**src/rtl/ysyx_23060203_core_seq.sv**
```systemverilog
// Multi-cycle sequencer for the NPC core: owns pc/inst and steps FETCH..WB.
// Gates rf write and IFU/LSU handshakes, and keeps cycle/instret/halt/err status.
//
// state    | meaning
// ---------+------------------------------------------------------------
// S_FETCH  | ifu_req high; latch ifu_rdata into inst on ifu_valid
// S_DECODE | one cycle for the combinational IDU to settle on inst
// S_EXEC   | sample is_mem/is_ebreak and pick MEM or WB
// S_MEM    | lsu_req high until lsu_done
// S_WB     | rf_we gated by rd_wen, pc <= next_pc, instruction retires
// S_HALT   | absorbing until reset; everything frozen
module ysyx_23060203_core_seq #(
    parameter logic [31:0] RESET_PC = 32'h8000_0000,
    parameter logic [15:0] TIMEOUT  = 16'd1024,
    parameter int unsigned CNT_W    = 32
) (
    input  logic             clk,
    input  logic             rst_n,
    output logic             ifu_req,
    input  logic             ifu_valid,
    input  logic [31:0]      ifu_rdata,
    output logic [31:0]      pc,
    output logic [31:0]      inst,
    input  logic             is_mem,
    input  logic             is_ebreak,
    input  logic             rd_wen,
    input  logic [31:0]      next_pc,
    output logic             lsu_req,
    input  logic             lsu_done,
    output logic             rf_we,
    output logic             halted,
    output logic             err,
    output logic [CNT_W-1:0] cycle_cnt,
    output logic [CNT_W-1:0] instret_cnt
);

    typedef enum logic [2:0] {
        S_FETCH,
        S_DECODE,
        S_EXEC,
        S_MEM,
        S_WB,
        S_HALT
    } state_t;

    state_t      state;
    state_t      state_nxt;
    logic [15:0] wait_cnt;
    logic [15:0] wait_nxt;
    logic        ebreak_q;
    logic        timeout_hit;
    logic        err_set;

    always_comb begin
        state_nxt   = state;
        wait_nxt    = 16'd0;
        err_set     = 1'b0;
        timeout_hit = (wait_cnt == (TIMEOUT - 16'd1));
        ifu_req     = (state == S_FETCH);
        lsu_req     = (state == S_MEM);
        rf_we       = (state == S_WB) && rd_wen;

        case (state)
            S_FETCH: begin
                // A response in the last allowed cycle still wins over the timeout.
                if (ifu_valid) begin
                    state_nxt = S_DECODE;
                end else if (timeout_hit) begin
                    state_nxt = S_HALT;
                    err_set   = 1'b1;
                end else begin
                    wait_nxt = wait_cnt + 16'd1;
                end
            end
            S_DECODE: state_nxt = S_EXEC;
            S_EXEC: begin
                if (is_ebreak) begin
                    state_nxt = S_WB;
                end else if (is_mem) begin
                    state_nxt = S_MEM;
                end else begin
                    state_nxt = S_WB;
                end
            end
            S_MEM: begin
                if (lsu_done) begin
                    state_nxt = S_WB;
                end else if (timeout_hit) begin
                    state_nxt = S_HALT;
                    err_set   = 1'b1;
                end else begin
                    wait_nxt = wait_cnt + 16'd1;
                end
            end
            S_WB:    state_nxt = ebreak_q ? S_HALT : S_FETCH;
            S_HALT:  state_nxt = S_HALT;
            default: state_nxt = S_HALT;
        endcase
    end

    always_ff @(posedge clk) begin
        if (!rst_n) begin
            state       <= S_FETCH;
            wait_cnt    <= 16'd0;
            pc          <= RESET_PC;
            inst        <= 32'd0;
            ebreak_q    <= 1'b0;
            halted      <= 1'b0;
            err         <= 1'b0;
            cycle_cnt   <= '0;
            instret_cnt <= '0;
        end else begin
            state    <= state_nxt;
            wait_cnt <= wait_nxt;
            if (state == S_FETCH && ifu_valid) begin
                inst <= ifu_rdata;
            end
            if (state == S_EXEC) begin
                ebreak_q <= is_ebreak;
            end
            if (state == S_WB) begin
                pc          <= next_pc;
                instret_cnt <= instret_cnt + CNT_W'(1);
            end
            if (state != S_HALT) begin
                cycle_cnt <= cycle_cnt + CNT_W'(1);
            end
            if (state_nxt == S_HALT) begin
                halted <= 1'b1;
            end
            if (err_set) begin
                err <= 1'b1;
            end
        end
    end

endmodule

```
**config.mk**
```make
export PLATFORM = sky130hd
export DESIGN_NAME = ysyx_23060203_core_seq
export DESIGN_NICKNAME = d
export VERILOG_FILES = /design/src/rtl/ysyx_23060203_core_seq.sv
export SDC_FILE = /design/constraint.sdc
export NUM_CORES = 1
export LEC_CHECK = 0
export ABC_AREA = 1
export BUFFER_PORTS_ARGS = -buffer_cell sky130_fd_sc_hd__buf_4
export CORE_MARGIN = 3
export CORE_UTILIZATION = 41
export CTS_BUF_LIST = sky130_fd_sc_hd__clkbuf_8
export CTS_CLUSTER_DIAMETER = 150
export DETAILED_ROUTE_END_ITERATION = 10
export HOLD_SLACK_MARGIN = 0.06
export PLACE_DENSITY_LB_ADDON = 0.25
export SKIP_CTS_REPAIR_TIMING = 1
export SLEW_MARGIN = 0
export SYNTH_ARGS = -nofsm -noshare
export SYNTH_HDL_FRONTEND = slang
export SYNTH_SLANG_ARGS = --single-unit
```
**constraint.sdc**
```tcl
create_clock -name clk -period 2.2 [get_ports clk]
set_clock_uncertainty 0.2 [all_clocks]
set_input_delay 0.22 -clock clk [delete_from_list [all_inputs] [get_ports clk]]
set_output_delay 0.22 -clock clk [all_outputs]
set_load 0.02 [all_outputs]
```
==> results.ini, run 1 <==
[worst_hold_path]
hp-class = input pin to register
min_delay_path_depth = 3
min_from = ifu_valid
min_to = inst[24]

[critical_path]
crit_required_ns = 1.78
reg2regPathDepth = 6
critPathLaunchType = register
cp_data_arrival_time_ns = 1.69
r2r-end = inst[1]
reg2reg_from = state[0]
worst-setup-path-type = register to output pin
worstPathMaxFanout = 33
worst_setup_path_end_kind = output pin
reg2reg_slack_ns = 0.10

[finish]
num_antenna_cells = 0
multi_input_area_um2 = 3200
fin_nets = 1295
layout-drive-gt1-share_pct = 23.2
stdcell_area_um2 = 9840
finalNonFillerCells = 1448
final-seq-area_um2 = 3000
fill_cells = 1422
syn_to_final_growth_pct = 46.4

[route]
drt-initial-drc-count = 387
routed_wl_mm = 19.3
firstDrtPassIters = 5
wire_per_inst_um = 13.3
ant_nets = 0
drc = 0
viasPerCell = 4.82
dr_total_vias = 6978

[logic_synthesis]
synthTopCellsByArea = dfxtp_1, nand2_1, nor2_1
ys_seq_area_share_pct = 44.7
syn_area_per_cell_um2 = 7.22
yosysTopAreaCellShare_pct = 44.7
yosysWarnings = 0
synth-seq-cells = 150
synth-xor-area-share_pct = 1.96
syn_inst = 930
yosys_most_used_dff = dfxtp_1
synth_compound_area_share_pct = 11.2
synth_top_family_by_area = simple AND/OR/NAND/NOR gates
synth-simple-area-share_pct = 33.8
muxShareOfSynthArea_pct = 0
yosys.cell_types.count = 42
synth-edff-count = 0
syn_area_um2 = 6720
synth_fa_ha_area_share_pct = 0.559
yosys.area.top_type = dfxtp_1
synthArstFlopShare_pct = 0
syn-num-nets = 1004

[global_routing]
antenna_found_initial = 0
grtUsageTotal_pct = 19.2
grt_max_degree = 41
grt_overflow = 0
grt_pass1_vias = 5935
grt_pass1_wl_mm = 28.3

[die]
rows = 46
die_x_um = 134
io_pins = 204
start_util_pct = 42.1
die_h_um = 134
die-area_um2 = 18000
core-area_um2 = 15900

[timing]
finalSetupViolCount = 0
drv_slew = 0
hold_viol_final = 0
tightest_slew_ns = 0.470
slew_headroom_pct = 68.6
rsz0062_at_grt = yes
fin_crit_ns = 2.11
fmax_ghz = 0.474
timing.final.crit_share_pct = 96.0

[clock_tree]
cts_tree = yes
insertion_delay_ns = 0.45
h-tree-depth = 4
cts_buffers = 17
clk_path_buf_depth = 2
clkTransAtPathRegs_ns = 0.08
clockRootBuffer = clkbuf_8
clock-sinks = 150

[power]
ir_drop_mv = 0.476
design_power_total_mw = 6.76
power_density_nw_per_um2 = 687
p_leak_nw = 4.19

[placement]
port_buffers = 203
dp_cells = 1323
gp_congestion = 0.844
placed_area_um2 = 8410
hpwl_mm = 12.8

[run_status]
status = finished clean

[job]
max_cap_violations = 0

layout make-up:
type | count | area share, %
Multi-Input combinational cell | 655 | 32.5
Timing Repair Buffer | 305 | 26.1
Sequential cell | 150 | 30.5
Tap cell | 216 | 2.75
Clock buffer | 20 | 2.80
Clock inverter | 10 | 1.81
Inverter | 92 | 3.56
layout by cell type (no fill, tap or decap), types with 3 or more instances in the layout:
| master | count |
|---|---|
| nand3_1 | 62 |
| o21a_1 | 4 |
| dfxtp_1 | 149 |
| nor3_1 | 7 |
| a31oi_1 | 4 |
| bufinv_16 | 5 |
| nand4_1 | 15 |
| nor2_2 | 14 |
| dlygate4sd3_1 | 96 |
| nor2_1 | 168 |
| clkinv_2 | 3 |
| xnor2_1 | 8 |
| nand3_4 | 3 |
| xor2_1 | 7 |
| nor2_4 | 8 |
| nor3_4 | 3 |
| clkbuf_8 | 20 |
| a21oi_1 | 70 |
| inv_1 | 87 |
| inv_2 | 4 |
| nand3_2 | 3 |
| o21ai_0 | 57 |
| buf_4 | 206 |
| ha_1 | 3 |
| nor3b_1 | 5 |
| nand2_1 | 193 |
layer usage:
layer	global-route usage [%]	part of all wire [%]
met1	24.2	43
met2	30.7	48
met3	6.30	6.8
met4	7.43	2.0
met5	0	0
state kept, by name (all words and copies together), names as in the netlist:
name,cells
err,1
pc,32
instret_cnt,32
cycle_cnt,32
inst,32
halted,1
ebreak_q,1
wait_cnt,16
state,3
critical path, stage by stage, from the launching register on:
cell and delay, ns:
dfxtp_1 0.47, nor2_4 0.07, nand2_4 0.23, buf_8 0.25
nor2_1 0.06, buf_4 0.15
through the flow:
stage	setup slack, ns	TNS [ns]	util [%]	hold WS (ns)
after global routing	-0.0288	-0.0762	61.7	0.0654
after floorplan	0.354	0	-	0.133
final	0.0889	0	61.7	0.0562
after detailed placement	0.283	0	52.8	0.231
after global placement	0.336	0	52.8	0.224
after CTS	-0.103	-0.163	55.6	-0.262
how the worst max path moves through the flow:
stage,startpoint,endpoint,slack [ns],cells after the start
6_report,state[1],rf_we,0.09,5
5_1_grt,state[1],rf_we,-0.03,5
4_1_cts,state[0],ifu_req,-0.10,5
3_5_place_dp,wait_cnt[0],wait_cnt[15],0.28,8
3_3_place_gp,wait_cnt[0],wait_cnt[10],0.34,8
2_1_floorplan,cycle_cnt[0],cycle_cnt[22],0.35,10
power by group:
group          total (mW)  switching (mW)  leakage, nW  internal (mW)
combinational        1.34           0.753         2.74          0.591
clock                2.44            1.02        0.236           1.42
sequential           2.98           0.106         1.22           2.87
total                6.76            1.88         4.19           4.88
cell usage after synthesis, types with 8 or more instances:
cell / count
a21oi_1: 70
clkbuf_1: 15
dfxtp_1: 150
inv_1: 86
nand2_1: 193
nand3_1: 62
nand4_1: 15
nor2_1: 169
nor2_2: 13
nor2_4: 8
o21ai_0: 57
xnor2_1: 8
kinds of logic (layout without fill, tap and decap cells):
kind of cell	Yosys count	after routing
buf+inv	125	427
simple gates	494	494
xor+xnor	15	15
fa+ha+maj	3	3
compound gates	143	143
flops	150	150
Note: power is estimated with default switching activity, not from simulation.
==> run 2, diff against run 1 <==
--- a/config.mk
+++ b/config.mk
@@ -7,8 +7,10 @@
 export LEC_CHECK = 0
 export ABC_AREA = 1
 export BUFFER_PORTS_ARGS = -buffer_cell sky130_fd_sc_hd__buf_4
+export CELL_PAD_IN_SITES_DETAIL_PLACEMENT = 1
+export CELL_PAD_IN_SITES_GLOBAL_PLACEMENT = 2
 export CORE_MARGIN = 3
-export CORE_UTILIZATION = 41
+export CORE_UTILIZATION = 29
 export CTS_BUF_LIST = sky130_fd_sc_hd__clkbuf_8
 export CTS_CLUSTER_DIAMETER = 150
 export DETAILED_ROUTE_END_ITERATION = 10
==> run 2 against run 1 <==
  * Utilization fell by 18 points
  * Via count increased by 1.5%
  * Combinational power up 9%
  * Critical path depth did not move
  * Largest power group unchanged
  * Die area grew 39%
  * Cell area increased by 1.8%
==> results.ini, run 2 (same netlist as run 1, synthesis figures left out) <==
[run_status]
status = finished clean

[finish]
finalNonFillerCells = 1534  ; +5.9%
final_common_cell = buf_4
final_cell_mix = buf_4, nand2_1, nor2_1
layout-drive-gt1-share_pct = 24.0  ; +0.80 points
syn_to_final_growth_pct = 49.0
fill_cells = 2807  ; +97%
fin_nets = 1310  ; +1.2%
num_antenna_cells = 0  ; unchanged

[die]
io_pins = 204  ; unchanged
die-area_um2 = 25000  ; +39%
core-area_um2 = 22700  ; +42%
start_util_pct = 29.6  ; -13 points
die_h_um = 158  ; +18%
die_x_um = 158  ; +18%
rows = 55  ; +20%

[clock_tree]
clk_path_buf_depth = 2  ; unchanged
clock-sinks = 150  ; unchanged
clockRootBuffer = clkbuf_8
h-tree-depth = 4  ; unchanged
cts_tree = yes
clkTransAtPathRegs_ns = 0.09  ; about the same
cts_buffers = 17  ; unchanged
insertion_delay_ns = 0.45  ; about the same

[global_routing]
grt_max_degree = 51  ; +24%
grt_pass1_vias = 6548  ; +10%
antenna_found_initial = 0  ; unchanged
grt_pass1_wl_mm = 34.0  ; +20%
grtUsageTotal_pct = 17.0  ; -2.2 points
grt_overflow = 0  ; unchanged

[critical_path]
critPathLaunchType = register
cp_data_arrival_time_ns = 1.62  ; -0.07 ns
path_cells = nor2_4 -> nand2_4 -> buf_8 -> nor2_1 -> buf_4
worstPathMaxFanout = 33  ; unchanged
crit_required_ns = 1.78  ; about the same
cpPeakStageDelay_ns = 0.36  ; -0.11 ns
worst-setup-path-type = register to output pin
worst_setup_path_end_kind = output pin
crit_slowest_cell = dfxtp_2

[timing]
rsz0062_at_grt = no
layout_setup_ws_ns = 0.155  ; +0.0662 ns
hold_viol_final = 0  ; unchanged
slew_headroom_pct = 72.4  ; +3.7 points
tightest_slew_ns = 0.415  ; -0.0552 ns
fmax_ghz = 0.489  ; +3.2%
setup_tns_ns = 0  ; unchanged
drv_slew = 0  ; unchanged
timing.final.crit_share_pct = 93.0  ; -3.0 points
hold-worst-slack_ns = 0.0999  ; +0.0437 ns
finalSetupViolCount = 0  ; unchanged
fin_crit_ns = 2.04  ; -0.0662 ns

[power]
power_density_nw_per_um2 = 672  ; -2.2%
ir_drop_mv = 0.361  ; -24%
p_leak_nw = 4.23  ; +0.98%

[route]
dr_total_vias = 7083  ; +1.5%
routed_wl_mm = 22.9  ; +19%
drt-initial-drc-count = 184  ; -52%
viasPerCell = 4.62  ; -4.2%
wire_per_inst_um = 14.9  ; +12%
drc = 0  ; unchanged
firstDrtPassIters = 4  ; -1
ant_nets = 0  ; unchanged

[placement]
gp_congestion = 0.770  ; -8.8%
hpwl_mm = 15.7  ; +22%
port_buffers = 203  ; unchanged
pre_cts_ws_ns = 0.284  ; +0.000425 ns
dp_cells = 1396  ; +5.5%

[job]
max_cap_violations = 0  ; unchanged

[worst_hold_path]
hp-class = input pin to register

## run 2: changes by cell type in the layout (fill, tap and decap cells not counted), moves of 2 or more
cell | previous run | this run
buf_4 | 206 | 215
bufinv_16 | 5 | 2
clkbuf_8 | 20 | 17
clkinv_2 | 3 | 1
dfxtp_1 | 149 | 147
dfxtp_2 | 1 | 3
dlygate4sd3_1 | 96 | 102
inv_6 | 1 | 7
inv_8 | 0 | 4
## run 2: path summary, 6_finish.rpt
path,depth (start not counted),slack (ns),end,start
setup / recovery,5,0.16,rf_we,state[0]
hold / removal,5,0.1,state[0],is_mem
setup reg to reg,7,0.16,inst[10],state[0]
hold reg to reg,2,0.26,ebreak_q,ebreak_q
## run 2: critical path, delay by kind of cell, from the launching register on
family | cells | cell delay [ns]
flops | 1 | 0.36
buf+inv | 2 | 0.37
simple gates | 3 | 0.44
## run 2: stage by stage
step / utilization [%] / area [um2] / total power, mW
2_1_floorplan: - / 6720 / 3.74
3_3_place_gp: 37.6 / 8530 / 4.23
3_5_place_dp: 37.6 / 8530 / 4.24
4_1_cts: 39.4 / 8940 / 6.59
5_1_grt: 44.1 / 10000 / 7.13
6_report: 44.1 / 10000 / 6.73
## run 2: metal layers
metal / GRT usage, % / vias to the layer above / part of all wire [%]
met4: 3.69 / 0 / 0.81
li1: - / 3596 / -
met3: 7.63 / 16 / 7.9
met1: 22.5 / 3308 / 46
met5: 0 / - / 0
met2: 25.7 / 163 / 46
## run 2: area by class of cell
class                   instances  area [um2]  share of cell area [%]
flip-flops and latches        150        3010                    30.0
clock inverters                15         179                    1.79
inverters                      92         350                    3.50
repair buffers                320        2690                    26.9
multi-input cells             655        3200                    31.9
clock buffers                  17         234                    2.34
well taps                     285         357                    3.56
## run 2: power breakdown
| group | internal [mW] | switching [mW] |
|---|---|---|
| Combinational | 0.665 | 0.792 |
| Sequential | 2.87 | 0.103 |
| Clock | 1.06 | 1.24 |
| Total | 4.60 | 2.13 |
